### src/rtl/tx_arb_pkg.sv
// Shared encodings for the USB transmit packet arbiter: FSM states, packet
// classes, SYNC byte and PID nibbles.
package tx_arb_pkg;

  typedef logic [2:0] state_t;

  localparam state_t ST_IDLE    = 3'd0;
  localparam state_t ST_SYNC    = 3'd1;
  localparam state_t ST_PID     = 3'd2;
  localparam state_t ST_PAYLOAD = 3'd3;
  localparam state_t ST_CRC_LO  = 3'd4;
  localparam state_t ST_CRC_HI  = 3'd5;
  localparam state_t ST_GAP     = 3'd6;

  typedef enum logic {
    CLS_HS  = 1'b0,
    CLS_DAT = 1'b1
  } pkt_class_t;

  localparam logic [7:0] SYNC_BYTE = 8'h80;

  localparam logic [3:0] PID_ACK   = 4'b0010;
  localparam logic [3:0] PID_NAK   = 4'b1010;
  localparam logic [3:0] PID_STALL = 4'b1110;
  localparam logic [3:0] PID_DATA0 = 4'b0011;
  localparam logic [3:0] PID_DATA1 = 4'b1011;

  // On the wire a PID byte carries its check nibble (complement) in the top half.
  function automatic logic [7:0] pid_byte(input logic [3:0] pid);
    return {~pid, pid};
  endfunction

endpackage

### src/rtl/tx_gap_timer.sv
// Loadable down-counter timing the idle gap between packets; done is high
// once the loaded count has been walked down to zero. GAP_CYCLES must be >= 1.
module tx_gap_timer #(
  parameter int GAP_CYCLES = 16
) (
  input  logic clk,
  input  logic rst,
  input  logic load,
  input  logic en,
  output logic done
);

  localparam int W = (GAP_CYCLES > 1) ? $clog2(GAP_CYCLES) : 1;
  localparam logic [W-1:0] LOAD_VAL = W'(GAP_CYCLES - 1);

  logic [W-1:0] count;

  // Loaded with GAP_CYCLES-1 so that exactly GAP_CYCLES enabled cycles pass
  // before done is observed high.
  always_ff @(posedge clk or posedge rst) begin
    if (rst) begin
      count <= '0;
    end else if (load) begin
      count <= LOAD_VAL;
    end else if (en && (count != '0)) begin
      count <= count - 1'b1;
    end
  end

  assign done = (count == '0);

endmodule

### src/rtl/tx_packet_arbiter.sv
// Arbitrates the USB transmit byte path between the handshake responder and
// the data path, framing each packet as SYNC, PID, payload, CRC16 with EOP.
module tx_packet_arbiter
  import tx_arb_pkg::*;
#(
  parameter int GAP_CYCLES = 16,
  parameter int MAX_LEN    = 64
) (
  input  logic        clk,
  input  logic        rst,
  input  logic        hs_req,
  input  logic [3:0]  hs_pid,
  output logic        hs_grant,
  input  logic        dat_req,
  input  logic [3:0]  dat_pid,
  input  logic [6:0]  dat_len,
  output logic        dat_grant,
  input  logic        pay_empty,
  input  logic [7:0]  pay_data,
  output logic        pay_pop,
  input  logic [15:0] crc_in,
  input  logic        tx_ready,
  output logic        tx_load,
  output logic [7:0]  tx_byte,
  output logic        tx_eop,
  output logic        tx_abort,
  output logic        busy,
  output logic        underrun
);

  localparam logic [6:0] MAX_LEN_W = 7'(MAX_LEN);

  state_t     state;
  state_t     next_state;
  pkt_class_t cls;
  logic [3:0] pid_q;
  logic [6:0] cnt;
  logic [1:0] hs_streak;
  logic       gap_load;
  logic       gap_done;
  logic       hs_win;
  logic       dat_win;
  logic [6:0] len_clamped;

  // Handshake wins unless it has already taken two grants in a row while data waited.
  assign hs_win      = hs_req && !(dat_req && (hs_streak == 2'd2));
  assign dat_win     = dat_req && !hs_win;
  assign len_clamped = (dat_len > MAX_LEN_W) ? MAX_LEN_W : dat_len;
  assign busy        = (state != ST_IDLE);

  tx_gap_timer #(
    .GAP_CYCLES(GAP_CYCLES)
  ) u_gap_timer (
    .clk (clk),
    .rst (rst),
    .load(gap_load),
    .en  (state == ST_GAP),
    .done(gap_done)
  );

  always_comb begin
    next_state = state;
    tx_load    = 1'b0;
    tx_byte    = 8'h00;
    tx_eop     = 1'b0;
    pay_pop    = 1'b0;
    tx_abort   = 1'b0;
    underrun   = 1'b0;
    gap_load   = 1'b0;
    case (state)
      ST_IDLE: begin
        if (hs_win || dat_win) next_state = ST_SYNC;
      end
      ST_SYNC: begin
        tx_load = tx_ready;
        tx_byte = SYNC_BYTE;
        if (tx_ready) next_state = ST_PID;
      end
      ST_PID: begin
        tx_load = tx_ready;
        tx_byte = pid_byte(pid_q);
        if (tx_ready) begin
          if (cls == CLS_HS) begin
            tx_eop     = 1'b1;
            gap_load   = 1'b1;
            next_state = ST_GAP;
          end else if (cnt == 7'd0) begin
            next_state = ST_CRC_LO;
          end else begin
            next_state = ST_PAYLOAD;
          end
        end
      end
      ST_PAYLOAD: begin
        // An empty FIFO mid-payload kills the packet; nothing is loaded that cycle.
        if (pay_empty) begin
          tx_abort   = 1'b1;
          underrun   = 1'b1;
          gap_load   = 1'b1;
          next_state = ST_GAP;
        end else begin
          tx_load = tx_ready;
          tx_byte = pay_data;
          pay_pop = tx_ready;
          if (tx_ready && (cnt == 7'd1)) next_state = ST_CRC_LO;
        end
      end
      ST_CRC_LO: begin
        tx_load = tx_ready;
        tx_byte = crc_in[7:0];
        if (tx_ready) next_state = ST_CRC_HI;
      end
      ST_CRC_HI: begin
        tx_load = tx_ready;
        tx_byte = crc_in[15:8];
        tx_eop  = tx_ready;
        if (tx_ready) begin
          gap_load   = 1'b1;
          next_state = ST_GAP;
        end
      end
      ST_GAP: begin
        if (gap_done) next_state = ST_IDLE;
      end
      default: next_state = ST_IDLE;
    endcase
  end

  always_ff @(posedge clk or posedge rst) begin
    if (rst) begin
      state     <= ST_IDLE;
      cls       <= CLS_HS;
      pid_q     <= 4'd0;
      cnt       <= 7'd0;
      hs_streak <= 2'd0;
      hs_grant  <= 1'b0;
      dat_grant <= 1'b0;
    end else begin
      state     <= next_state;
      hs_grant  <= 1'b0;
      dat_grant <= 1'b0;
      if (state == ST_IDLE) begin
        if (hs_win) begin
          hs_grant <= 1'b1;
          cls      <= CLS_HS;
          pid_q    <= hs_pid;
          cnt      <= 7'd0;
          if (dat_req) hs_streak <= hs_streak + 2'd1;
        end else if (dat_win) begin
          dat_grant <= 1'b1;
          cls       <= CLS_DAT;
          pid_q     <= dat_pid;
          cnt       <= len_clamped;
          hs_streak <= 2'd0;
        end
      end else if ((state == ST_PAYLOAD) && tx_load) begin
        cnt <= cnt - 7'd1;
      end
    end
  end

endmodule

### config.mk
export PLATFORM = sky130hd
export DESIGN_NAME = tx_packet_arbiter
export DESIGN_NICKNAME = d
export VERILOG_FILES = /design/src/rtl/tx_arb_pkg.sv /design/src/rtl/tx_gap_timer.sv /design/src/rtl/tx_packet_arbiter.sv
export SDC_FILE = /design/constraint.sdc
export NUM_CORES = 1
export LEC_CHECK = 0
export CELL_PAD_IN_SITES_DETAIL_PLACEMENT = 0
export CELL_PAD_IN_SITES_GLOBAL_PLACEMENT = 1
export CORE_ASPECT_RATIO = 1.2
export CORE_MARGIN = 10
export CORE_UTILIZATION = 36
export CTS_BUF_LIST = sky130_fd_sc_hd__clkbuf_8
export DETAILED_ROUTE_END_ITERATION = 8
export HOLD_SLACK_MARGIN = 0.02
export PLACE_DENSITY_LB_ADDON = 0.1
export SYNTH_ARGS = -nofsm -noshare
export SYNTH_HDL_FRONTEND = slang
export SYNTH_HIERARCHICAL = 1
export SYNTH_SLANG_ARGS = --single-unit
### constraint.sdc
create_clock -name clk -period 3.51 [get_ports clk]
set_input_delay 0.5265 -clock clk [delete_from_list [all_inputs] [get_ports clk]]
set_output_delay 0.5265 -clock clk [all_outputs]
set_load 0.03 [all_outputs]
# == After elaboration in Yosys (flattened, before gate mapping) ==
# Index checks and enable logic that the tools add are counted.
# Widths: inputs -> output; s select.
# word_totals
register_bits,23
in_bits,45
n_memories,0
ramBits,0
latch_bits,0
rom_bits,0
output_inout_bits,16
# classes
bitwise,1
n_reduce_logical,22
n_mul,0
addsub,3
mux,42
shift,0
magnitude_cmp,1
eq_ne,17
div_mod_pow,0
# ops
op,count
$pmux 8 s5,1
$mux 7,5
$mux 3,10
$pmux 3 s7,1
$mux 4,4
$mux 1,14
$ne 2x2->1 const B,7
$eq 3x3->1 const B,3
$mux 8,1
$eq 7x1->1 const B,1
$gt 7x7->1 const B,1
$logic_not 7->1,1
$reduce_and 7->1,1
$sub 7x1->7 const B,1
$eq 3x2->1 const B,2
$logic_and 1x1->1,6
$mux 2,3
$ne 3x3->1 const B,2
$reduce_bool 2->1,3
$logic_not 4->1,1
$not 4->4,1
$pmux 1 s2,2
$reduce_and 2->1,2
$reduce_bool 4->1,1
other kinds (11),12

# == Logic depth before layout (Yosys ltp) ==
# depth
ltp_word,9
ltp_mapped,8
mapped_depth_nobuf,7

# == Cells and area by module ==
# Netlist, hierarchy kept.
# by_module_without_submodules
module,n_inst,area_each_um2,cells_each
tx_packet_arbiter,1,1559.0,194
tx_gap_timer,1,222.7,22

# == Worst setup path before layout ==
# OpenSTA, ideal clock, no wires.
# synth_path
path_kind,reg2out
startpoint,register state[0]
endpoint,output underrun
slack_ps,1184
path_stages_with_launch,6
arrival_time_ps,1799
path_buffers,3
required_time_ps,2984
cell_sequence,dfrtp_1 -> clkbuf_1 -> clkbuf_1 -> nand2_1 -> nor2_1 -> buf_4
# synth_via
elab_chain_len,2
# synth_lines
item,line_no,source
from (decl),tx_packet_arbiter.sv:33,state_t state;
from (signal assigned),tx_packet_arbiter.sv:139,state <= next_state;
$eq 3x2->1,--,
$mux 1,--,
to (decl),tx_packet_arbiter.sv:28,output logic underrun
# Every way passes these cells.

# == Worst setup path in the final report ==
# layout_path
startpoint,input pay_empty
endpoint,output tx_byte[6]
# layout_via
elab_chain_len,2
# layout_lines
item,line_no,source
from (decl),tx_packet_arbiter.sv:18,"input logic pay_empty,"
$mux 8,tx_packet_arbiter.sv:96,if (pay_empty) begin
$pmux 8 s5,tx_packet_arbiter.sv:70,case (state)
to (decl),tx_packet_arbiter.sv:24,"output logic [7:0] tx_byte,"
# Every way passes these cells.

==> results.cfg <==
[synthesis]
synth.most_common_cell = nor2_1
synth.top_cell.area_share_pct = 32.3
ys_ff_latch = 23
syn-num-nets = 268
synth_edf_count = 0
ys_seq_area_share_pct = 32.3
synth_cell_types = 49
ys_top_cells_by_count = 30 x nor2_1, 23 x dfrtp_1, 18 x o21ai_0, 14 x a21oi_1, 14 x nand2_1
synth_compound_area_share_pct = 24.7
synthFlopType = dfrtp_1
synth-simple-area-share_pct = 25.4
synth_top_cell_by_area = dfrtp_1
synth_area_leaders = dfrtp_1 32%, mux2i_1 6.7%, nor2_1 6.3%
syn_area_um2 = 1780
synth_top_family_by_area = simple AND/OR/NAND/NOR gates
synth_xor_xnor_area_share_pct = 0
yosysWarnings = 6
synth_cells = 216
synthAdderAreaFrac_pct = 4.92
postSynthAreaPerCell_um2 = 8.25
async_flop_share_pct = 100
synthMuxAreaShare_pct = 7.37

[finish]
drive_gt1_share_pct = 6.91
layout.nets = 328
syn_to_final_growth_pct = 40.7
fin_area_um2 = 2510
antenna_cells = 0

[setup_path]
worstRegToRegCells = 7
r2r-start = state[0]
cp-end-kind = output pin
cp_data_arrival_time_ps = 2510
criticalPathCategory = input pin to output pin
r2r_slack_ps = 1400
cp_max_fo = 6
critPathLaunchType = input pin
crit_required_ps = 2980
r2r-end = cnt[2]

[drt]
num_vias = 1762
ant_nets = 0
finalWirelength_um = 5260
wire_per_inst_um = 15.7
viasPerCell = 5.26
dr.first_iter.drc_count = 75
drc_errors = 0
drtPass1Iterations = 4

[clock_tree]
ctsHtreeMaxLevel = 1
cts.sinks = 23
numCtsBuffers = 3
post-cts-setup-buffers = 0
tritoncts = done
clkLatencyLatePin_ps = 270
hold_buffers = 0
ctsResizeCount = 0
cts_root_buf = clkbuf_8
ctsLongestPathBuffers = 2
clk_pin_slew_ps = 80

[floorplanning]
coreArea_um2 = 4870
die_w_um = 84.2
start_util_pct = 36.6
dieArea_um2 = 8170
num_rows = 28
chipHeight_um = 97.1
io_pins = 61

[sta]
finalCriticalPeriod_ps = 3040
rsz0062_at_grt = no
clock_skew_ps = 4.10
worst_slew_pin_slew_ps = 902
slew_viol_final = 0
setup_viol = 0
period_share_pct = 86.6
slew-limit-headroom_pct = 39.7
fmax_mhz = 329
final.setup.tns_ps = 0
hold_violations = 0

[pwr]
p_comb_share_pct = 67.9
p_leak_nw = 1.02
netSwitchingFraction_pct = 47.5
p_int_w = 0.00103
ir_drop_uv = 381
power_density_nw_per_um2 = 783
clockPowerShare_pct = 8.5
seq_power_share_pct = 23.6
p_sw_w = 0.000932

[placement]
port_buffers = 60
gp_congestion = 0.714
dpl_cell_area_um2 = 2460
hpwl_um = 4200

[min_path]
min_path_type = input pin to asynchronous set/reset pin

[global_routing]
grt_pass1_vias = 1743
overflow = 0
antenna_found_initial = 0
grt_max_degree = 20
grt_pass1_wl_um = 8450
grtUsageTotal_pct = 12.1

[run]
maxCapViolations = 0

[run_status]
status = completed
==> how the worst max path moves through the flow <==
stage | startpoint | to | slack [ps]
floorplan | state[0] | underrun | 1180
global placement | pay_empty | tx_byte[5] | 490
detailed placement | pay_empty | tx_byte[1] | 440
CTS | pay_empty | tx_byte[1] | 430
global route | pay_empty | tx_byte[1] | 260
finish | pay_empty | tx_byte[6] | 470
==> per-stage QoR <==
stage                     setup WS [ps]  cells  util, %  power, W  hold WS, ps
after floorplan                    1180    216        -   0.00138          293
after global placement              490    331     50.5   0.00181          464
after detailed placement            436    331     50.5   0.00181          473
after CTS                           431    335     51.5   0.00199          480
after global routing                265    335     51.5   0.00214          482
final                               470    335     51.5   0.00196          479
==> layer usage <==
layer	routed length, µm	vias up	part of all wire (%)	track usage [%]
met5	0	-	0	0
met4	36	0	0.68	3.10
met3	250	4	4.8	2.10
met2	2450	59	47	19.8
met1	2520	798	48	15.8
li1	-	901	-	-
==> cells by family (layout without fill, tap and decap cells) <==
family | after synthesis | after routing
simple gates | 83 | 83
compound gates | 66 | 66
buf+inv | 24 | 83
flops | 23 | 23
mux | 13 | 13
fa+ha+maj | 7 | 7
==> layout make-up <==
| class | instances | area [µm²] |
|---|---|---|
| Clock buffer | 3 | 41.3 |
| Clock inverter | 1 | 5.00 |
| Sequential cell | 23 | 576 |
| Tap cell | 60 | 75.1 |
| Fill cell | 488 | 2360 |
| Multi-Input combinational cell | 169 | 1110 |
| Timing Repair Buffer | 67 | 653 |
| Inverter | 12 | 45.0 |
==> worst max-delay path, stage by stage <==
cell	delay, ps
clkdlybuf4s50_1	480
nor2b_1	400
a21oi_1	140
o22a_1	210
nor2_1	80
clkdlybuf4s50_1	690
==> cells in the final DEF (no fill, tap or decap), drive strengths merged, types with 3 or more instances in the layout <==
| master | synthesis | final |
|---|---|---|
| clkbuf | 10 | 3 |
| a21oi | 14 | 14 |
| dfrtp | 23 | 23 |
| a211oi | 3 | 3 |
| nor3 | 5 | 5 |
| buf | 2 | 7 |
| clkdlybuf4s50 | 0 | 60 |
| o22a | 5 | 5 |
| nor2 | 30 | 30 |
| ha | 7 | 7 |
| nand2 | 14 | 14 |
| nor2b | 7 | 7 |
| mux2i | 12 | 12 |
| or4 | 3 | 3 |
| nand2b | 6 | 6 |
| nor3b | 6 | 6 |
| a2bb2oi | 3 | 3 |
| o21ai | 19 | 19 |
| inv | 11 | 11 |
==> power by group through the flow <==
| stage | registers [W] | clock network [W] | logic, W |
|---|---|---|---|
| after global routing | 0.000482 | 0.000181 | 0.00148 |
| final | 0.000463 | 0.000167 | 0.00133 |
| after CTS | 0.000463 | 0.000172 | 0.00135 |
| after global placement | 0.000466 | 0 | 0.00135 |
| after detailed placement | 0.000468 | 0 | 0.00135 |
| after floorplan | 0.000451 | 0 | 0.000931 |
==> state kept, by name, indices dropped and copies added (netlist names) <==
name               count
hs_streak              2
pid_q                  4
cls                    1
u_gap_timer/count      4
state                  3
dat_grant              1
cnt                    7
hs_grant               1
Power figures use the tool's default switching activity.
